--- src/rtl/spiflash_pkg.sv ---
// Shared constants, FSM state encoding and helpers for the SPI flash read controller.
package spiflash_pkg;

  localparam logic [7:0] CMD_READ  = 8'h03;
  localparam logic [7:0] CMD_PWRUP = 8'hAB;

  localparam int CMD_BITS  = 8;
  localparam int ADDR_BITS = 24;
  localparam int WORD_BITS = 32;

  typedef enum logic [3:0] {
    ST_RST_CS   = 4'd0,
    ST_PWR_CMD  = 4'd1,
    ST_PWR_WAIT = 4'd2,
    ST_IDLE     = 4'd3,
    ST_RD_CMD   = 4'd4,
    ST_RD_ADDR  = 4'd5,
    ST_RD_DATA  = 4'd6,
    ST_CS_GAP   = 4'd7
`ifdef SPIFLASH_RDCTRL_CONT_EN
    ,
    ST_CONT     = 4'd8
`endif
  } state_t;

  // Bytes arrive in address order, MSB-first within the shift register;
  // the bus wants the first byte in the least significant lane.
  function automatic logic [31:0] byte_swap(input logic [31:0] w);
    return {w[7:0], w[15:8], w[23:16], w[31:24]};
  endfunction

endpackage

--- src/rtl/spiflash_shift.sv ---
// SPI mode-0 bit engine: shifts N bits out on mosi (MSB first) and samples
// miso on the cycle that raises sclk. Each bit is CLKDIV cycles with sclk low
// followed by CLKDIV cycles with sclk high. A start issued on the cycle that
// done is high continues seamlessly into the next field.
module spiflash_shift
  import spiflash_pkg::*;
#(
  parameter int CLKDIV = 2
) (
  input  logic        clk,
  input  logic        reset,
  input  logic        start,
  input  logic [5:0]  nbits,
  input  logic [31:0] tx_data,
  input  logic        spi_miso,
  output logic        done,
  output logic [31:0] rx_data,
  output logic        spi_sclk,
  output logic        spi_mosi
);

  localparam logic [15:0] DIV_LOAD = 16'(CLKDIV - 1);

  logic        active;
  logic [15:0] div_cnt;
  logic [5:0]  bit_cnt;
  logic [31:0] tx_sh;
  logic [31:0] rx_sh;

  assign done     = active && spi_sclk && (div_cnt == '0) && (bit_cnt == '0);
  assign spi_mosi = tx_sh[31];
  assign rx_data  = rx_sh;

  // Half-period timer, bit counter and the two shift registers.
  always_ff @(posedge clk or posedge reset) begin
    if (reset) begin
      active   <= 1'b0;
      div_cnt  <= '0;
      bit_cnt  <= '0;
      tx_sh    <= '0;
      rx_sh    <= '0;
      spi_sclk <= 1'b0;
    end else if (start) begin
      active   <= 1'b1;
      div_cnt  <= DIV_LOAD;
      bit_cnt  <= nbits - 6'd1;
      tx_sh    <= tx_data;
      spi_sclk <= 1'b0;
    end else if (active) begin
      if (div_cnt != '0) begin
        div_cnt <= div_cnt - 16'd1;
      end else begin
        div_cnt <= DIV_LOAD;
        if (!spi_sclk) begin
          spi_sclk <= 1'b1;
          rx_sh    <= {rx_sh[30:0], spi_miso};
        end else begin
          // mosi moves on the falling edge so it is stable while sclk is high
          spi_sclk <= 1'b0;
          tx_sh    <= {tx_sh[30:0], 1'b0};
          if (bit_cnt == '0) active <= 1'b0;
          else               bit_cnt <= bit_cnt - 6'd1;
        end
      end
    end
  end

endmodule

--- src/rtl/spiflash_rdctrl.sv ---
// Read-only SPI NOR flash controller: powers the flash up with 0xAB, then
// serves 32-bit word reads with READ (0x03) + 24-bit address + 4 data bytes.
// Optional build macro SPIFLASH_RDCTRL_CONT_EN keeps cs low after a read so a
// following sequential word costs only the 32 data bits.
//
//  state       | meaning
//  ------------+---------------------------------------------------------
//  RST_CS      | cs high for CS_HIGH cycles after reset
//  PWR_CMD     | cs low, shifting the 0xAB power-up command
//  PWR_WAIT    | cs high, waiting PWRUP_WAIT cycles for the flash to wake
//  IDLE        | ready for a request, pins quiet
//  RD_CMD      | shifting READ opcode
//  RD_ADDR     | shifting 24-bit word address
//  RD_DATA     | receiving 4 data bytes
//  CS_GAP      | ready cycle (cs low) then cs high for CS_HIGH cycles
//  CONT        | (continuous build) cs held low, flash positioned at next word
module spiflash_rdctrl
  import spiflash_pkg::*;
#(
  parameter int CLKDIV     = 2,
  parameter int CS_HIGH    = 4,
  parameter int PWRUP_WAIT = 32
) (
  input  logic        clk,
  input  logic        reset,
  input  logic        valid,
  input  logic [23:0] addr,
  output logic        ready,
  output logic [31:0] rdata,
  output logic        busy,
  output logic        spi_cs,
  output logic        spi_sclk,
  output logic        spi_mosi,
  input  logic        spi_miso
);

  state_t      state;
  logic [15:0] cnt;
  logic [23:0] addr_q;
  logic [23:0] req_word;
  logic        accept;

  logic        sh_start;
  logic [5:0]  sh_nbits;
  logic [31:0] sh_tx;
  logic        sh_done;
  logic [31:0] sh_rx;

`ifdef SPIFLASH_RDCTRL_CONT_EN
  logic        pend;
  logic [23:0] next_word;
  logic        seq_hit;

  assign next_word = addr_q + 24'd4;
  assign seq_hit   = (req_word == next_word);
`endif

  assign req_word = addr & 24'hFFFFFC;

  assign busy = (state != ST_IDLE)
`ifdef SPIFLASH_RDCTRL_CONT_EN
                && (state != ST_CONT)
`endif
                ;

  spiflash_shift #(
    .CLKDIV (CLKDIV)
  ) u_shift (
    .clk      (clk),
    .reset    (reset),
    .start    (sh_start),
    .nbits    (sh_nbits),
    .tx_data  (sh_tx),
    .spi_miso (spi_miso),
    .done     (sh_done),
    .rx_data  (sh_rx),
    .spi_sclk (spi_sclk),
    .spi_mosi (spi_mosi)
  );

  // Bit-engine launches and request acceptance, chained so fields run back to back.
  always_comb begin
    sh_start = 1'b0;
    sh_nbits = 6'(CMD_BITS);
    sh_tx    = {CMD_READ, 24'h000000};
    accept   = 1'b0;
    case (state)
      ST_RST_CS: begin
        if (cnt == '0) begin
          sh_start = 1'b1;
          sh_tx    = {CMD_PWRUP, 24'h000000};
        end
      end
      ST_IDLE: begin
        if (valid) begin
          accept   = 1'b1;
          sh_start = 1'b1;
        end
      end
      ST_RD_CMD: begin
        if (sh_done) begin
          sh_start = 1'b1;
          sh_nbits = 6'(ADDR_BITS);
          sh_tx    = {addr_q, 8'h00};
        end
      end
      ST_RD_ADDR: begin
        if (sh_done) begin
          sh_start = 1'b1;
          sh_nbits = 6'(WORD_BITS);
          sh_tx    = '0;
        end
      end
`ifdef SPIFLASH_RDCTRL_CONT_EN
      ST_CS_GAP: begin
        if ((cnt == '0) && pend) sh_start = 1'b1;
      end
      ST_CONT: begin
        // the request that just completed still holds valid during its ready cycle
        if (valid && !ready) begin
          accept = 1'b1;
          if (seq_hit) begin
            sh_start = 1'b1;
            sh_nbits = 6'(WORD_BITS);
            sh_tx    = '0;
          end
        end
      end
`endif
      default: ;
    endcase
  end

  // Sequencer: state, cs, down-counter timer, captured address and bus response.
  always_ff @(posedge clk or posedge reset) begin
    if (reset) begin
      state  <= ST_RST_CS;
      cnt    <= 16'(CS_HIGH - 1);
      spi_cs <= 1'b1;
      ready  <= 1'b0;
      rdata  <= '0;
      addr_q <= '0;
`ifdef SPIFLASH_RDCTRL_CONT_EN
      pend   <= 1'b0;
`endif
    end else begin
      ready <= 1'b0;
      case (state)
        ST_RST_CS: begin
          if (cnt == '0) begin
            spi_cs <= 1'b0;
            state  <= ST_PWR_CMD;
          end else begin
            cnt <= cnt - 16'd1;
          end
        end
        ST_PWR_CMD: begin
          if (sh_done) begin
            spi_cs <= 1'b1;
            cnt    <= 16'(PWRUP_WAIT - 1);
            state  <= ST_PWR_WAIT;
          end
        end
        ST_PWR_WAIT: begin
          if (cnt == '0) state <= ST_IDLE;
          else           cnt   <= cnt - 16'd1;
        end
        ST_IDLE: begin
          if (accept) begin
            spi_cs <= 1'b0;
            addr_q <= req_word;
            state  <= ST_RD_CMD;
          end
        end
        ST_RD_CMD: begin
          if (sh_done) state <= ST_RD_ADDR;
        end
        ST_RD_ADDR: begin
          if (sh_done) state <= ST_RD_DATA;
        end
        ST_RD_DATA: begin
          if (sh_done) begin
            ready <= 1'b1;
            rdata <= byte_swap(sh_rx);
`ifdef SPIFLASH_RDCTRL_CONT_EN
            state <= ST_CONT;
`else
            // one extra count covers the ready cycle, which keeps cs low
            cnt   <= 16'(CS_HIGH);
            state <= ST_CS_GAP;
`endif
          end
        end
        ST_CS_GAP: begin
          if (cnt != '0) begin
            spi_cs <= 1'b1;
            cnt    <= cnt - 16'd1;
          end
`ifdef SPIFLASH_RDCTRL_CONT_EN
          else if (pend) begin
            pend   <= 1'b0;
            spi_cs <= 1'b0;
            state  <= ST_RD_CMD;
          end
`endif
          else begin
            state <= ST_IDLE;
          end
        end
`ifdef SPIFLASH_RDCTRL_CONT_EN
        ST_CONT: begin
          if (accept) begin
            addr_q <= req_word;
            if (seq_hit) begin
              state <= ST_RD_DATA;
            end else begin
              spi_cs <= 1'b1;
              cnt    <= 16'(CS_HIGH - 1);
              pend   <= 1'b1;
              state  <= ST_CS_GAP;
            end
          end
        end
`endif
        default: state <= ST_RST_CS;
      endcase
    end
  end

endmodule
--- config.mk ---
export PLATFORM = sky130hd
export DESIGN_NAME = spiflash_rdctrl
export DESIGN_NICKNAME = d
export VERILOG_FILES = /design/src/rtl/spiflash_pkg.sv /design/src/rtl/spiflash_shift.sv /design/src/rtl/spiflash_rdctrl.sv
export SDC_FILE = /design/constraint.sdc
export NUM_CORES = 1
export LEC_CHECK = 0
export BUFFER_PORTS_ARGS = -buffer_cell sky130_fd_sc_hd__buf_4
export CAP_MARGIN = 20
export CORE_MARGIN = 1
export CORE_UTILIZATION = 60
export CTS_CLUSTER_DIAMETER = 60
export DETAILED_ROUTE_END_ITERATION = 10
export PLACE_DENSITY_LB_ADDON = 0.12
export SETUP_SLACK_MARGIN = 0.15
export SLEW_MARGIN = 10
export SYNTH_ARGS = -nofsm -noshare
export SYNTH_HDL_FRONTEND = slang
export SYNTH_HIERARCHICAL = 1
export SYNTH_SLANG_ARGS = --single-unit
--- constraint.sdc ---
create_clock -name clk -period 7.2 [get_ports clk]
set_input_delay 0.72 -clock clk [delete_from_list [all_inputs] [get_ports clk]]
set_output_delay 0.72 -clock clk [all_outputs]
set_load 0.1 [all_outputs]
==> impl_metrics.env <==
export IMPL_r2r_cells=12
export IMPL_ctsRootBufferMaster="clkbuf_16"
export IMPL_syn_cell_area_um2=8015
export IMPL_worstPathMaxFanout=37
export IMPL_yosysUniqueCellTypes=69
export IMPL_cts_hold_buf=0
export IMPL_viasPerCell=6.166
export IMPL_wl_mm=17.34
export IMPL_post_cts_buffers=0
export IMPL_dominantRegCellSynth="dfrtp_1"
export IMPL_core_area_um2=12820
export IMPL_whs_ns=0.2243
export IMPL_die_w_um=117.6
export IMPL_track_usage_pct=26.38
export IMPL_layout_common_cells="dfrtp_1 (160), buf_4 (74), mux2_2 (58)"
export IMPL_cts_tree="done"
export IMPL_final_common_cell="dfrtp_1"
export IMPL_drt_pass1_iterations=5
export IMPL_yosys_warnings=6
export IMPL_cap_viol_max_count=0
export IMPL_arrival_ns=4.52
export IMPL_filler_cell_count=904
export IMPL_antenna_found_initial=0
export IMPL_initial_core_util_pct=62.50
export IMPL_rr_endpoint="u_shift/bit_cnt[5]$_DFFE_PP0P_"
export IMPL_drive_above_1_share_pct=27.07
export IMPL_cp_start_kind="flop"
export IMPL_grt_pass1_wl_mm=29.28
export IMPL_cts_buffers=17
export IMPL_critical_path_class="flop to flop"
export IMPL_drc_errors=0
export IMPL_path_clk_slew_ns=0.06
export IMPL_num_rows=41
export IMPL_outcome="finished clean"
export IMPL_fin_crit_ns=4.234
export IMPL_hp_class="input port to async pin"
export IMPL_clkSinkCount=163
export IMPL_hold_viol=0
export IMPL_async_flop_share_pct=100.0
export IMPL_dr_first_iter_drc_count=454
export IMPL_ir_drop_mv=0.2262
export IMPL_first_global_vias=5994
export IMPL_worstSetupEndpointType="flop"
export IMPL_grt_max_degree=76
export IMPL_overflow=0
export IMPL_period_share_pct=58.81
export IMPL_gp_congestion=0.8366
export IMPL_vias=5981
export IMPL_ctsHtreeMaxLevel=4
export IMPL_hpwlAfterDp_mm=11.09
export IMPL_rrSetupSlack_ns=2.97
export IMPL_fin_setup_tns_ns=0
export IMPL_cts_resized=0
export IMPL_clk_path_buf_depth=2
export IMPL_wl_per_cell_um=17.87
export IMPL_required_ns=7.48
export IMPL_buffer_ports_inserted=62
export IMPL_slew_viol_final=0
export IMPL_fmax_mhz=236.2
export IMPL_ys_seq_area_share_pct=50.94
export IMPL_skew_ns=0.008911
export IMPL_synth_cells=721
export IMPL_die_y_um=117.6
export IMPL_die_area_um2=13830
export IMPL_p_leak_nw=4.612
export IMPL_rsz0062_at_grt="no"
export IMPL_synth_edff_count=0
export IMPL_avgSynthCellArea_um2=11.12
export IMPL_r2r_start="u_shift/div_cnt[2]$_DFFE_PP0P_"
export IMPL_syn_to_final_growth_pct=15.64
export IMPL_synth_seq_cells=163
export IMPL_n_antenna_cell=0
export IMPL_nNetsFinal=818
export IMPL_startpoint="u_shift/div_cnt[2]$_DFFE_PP0P_"
export IMPL_tightest_slew_ns=0.9947
export IMPL_ant_nets=0
export IMPL_p_per_area_nw_per_um2=329.7
export IMPL_clk_latency_ns=0.42
export IMPL_setup_viol=0
export IMPL_max_slew_margin_rel_pct=33.55
export IMPL_num_io_pins=65
-- sequential cells by signal, summed over array words and instances, names as in the netlist --
| name | count |
|---|---|
| addr_q | 22 |
| rdata | 32 |
| u_shift/spi_sclk | 1 |
| spi_cs | 1 |
| u_shift/tx_sh | 32 |
| u_shift/div_cnt | 16 |
| u_shift/bit_cnt | 6 |
| ready | 1 |
| u_shift/rx_data | 32 |
| u_shift/active | 1 |
| state | 3 |
| cnt | 16 |
-- worst max-delay path by stage --
stage | end | depth (start not counted)
2_1_floorplan | u_shift/bit_cnt[4]$_DFFE_PP0P_ | 16
3_3_place_gp | u_shift/bit_cnt[3]$_DFFE_PP0P_ | 12
3_5_place_dp | u_shift/bit_cnt[5]$_DFFE_PP0P_ | 12
4_1_cts | u_shift/bit_cnt[5]$_DFFE_PP0P_ | 12
5_1_grt | u_shift/bit_cnt[4]$_DFFE_PP0P_ | 14
6_report | u_shift/bit_cnt[5]$_DFFE_PP0P_ | 12
-- through the flow --
stage / instance area, um2 / instances / worst slack [ns] / utilization, % / power [mW]
6_report: 9269 / 970 / 2.966 / 72.27 / 3.056
4_1_cts: 9216 / 966 / 3.001 / 71.86 / 3.057
2_1_floorplan: 8079 / 738 / 2.964 / - / 1.932
3_3_place_gp: 8623 / 935 / 3.179 / 67.24 / 2.086
3_5_place_dp: 8623 / 935 / 3.011 / 67.24 / 2.136
5_1_grt: 9269 / 970 / 2.622 / 72.27 / 3.226
-- layer usage --
metal,vias up,GRT usage [%],wire [um]
li1,2768,-,-
met1,3018,32.98,7255
met2,175,44.86,8835
met3,20,7.025,1003
met4,0,7.933,241
met5,-,0,0
-- power by group --
group	total (mW)	leakage [nW]	switching (mW)	internal, mW
Sequential	1.30	2.15	0.194	1.11
Clock	0.912	0.291	0.390	0.522
Combinational	0.840	2.17	0.491	0.349
-- synthesized netlist by cell type (6+ instances only) --
cell	instances	area share, %
a21oi_1	36	2.2
nor2_1	28	1.3
inv_1	20	0.94
nand3_1	15	0.94
o21ai_0	20	1.2
o211ai_1	7	0.66
or4_1	10	0.94
and3_1	19	1.5
a211o_1	26	2.8
or3_1	6	0.47
dfrtp_1	160	50
clkbuf_1	35	1.6
nand4_1	10	0.78
a21o_1	7	0.66
nand2_1	55	2.6
nor4_1	7	0.55
xnor2_1	8	0.87
nor3_1	42	2.6
a31oi_1	10	0.78
mux2_2	58	8.1
mux2_4	30	5.6
nor2b_1	8	0.62
-- final cells by class --
type	count	area (um2)	area share, %
sequential	163	4083	44.05
clock inverter	14	167.7	1.809
timing repair buffer	77	600.6	6.479
inverter	20	76.32	0.8234
multi-input combinational	507	3701	39.93
clock buffer	17	425.4	4.590
tap	172	215.2	2.322
-- kinds of logic (layout without fill, tap and decap cells) --
kind of cell,count (synthesis),after routing,share of synthesized area [%]
muxes,88,88,13.77
adders and majority gates,4,4,0.6244
other,1,18,0.04679
xor gates and xnor gates,13,13,1.421
buffers and inverters,68,128,3.684
and+or+nand+nor,231,231,16.05
DFF,163,163,50.94
AOI/OAI and AO/OA,153,153,13.47
-- critical path: stages, from the launching register on --
cell	delay (ns)
dfrtp_1	0.45
nor4_2	0.52
nand4_1	0.45
nor3_1	0.33
buf_4	0.21
nand2b_1	0.17
nor2_1	0.21
a21o_1	0.13
buf_4	0.35
nor4b_1	0.54
o22ai_1	0.22
o311ai_0	0.34
o21ai_0	0.15
(Power assumes the default switching activity.)
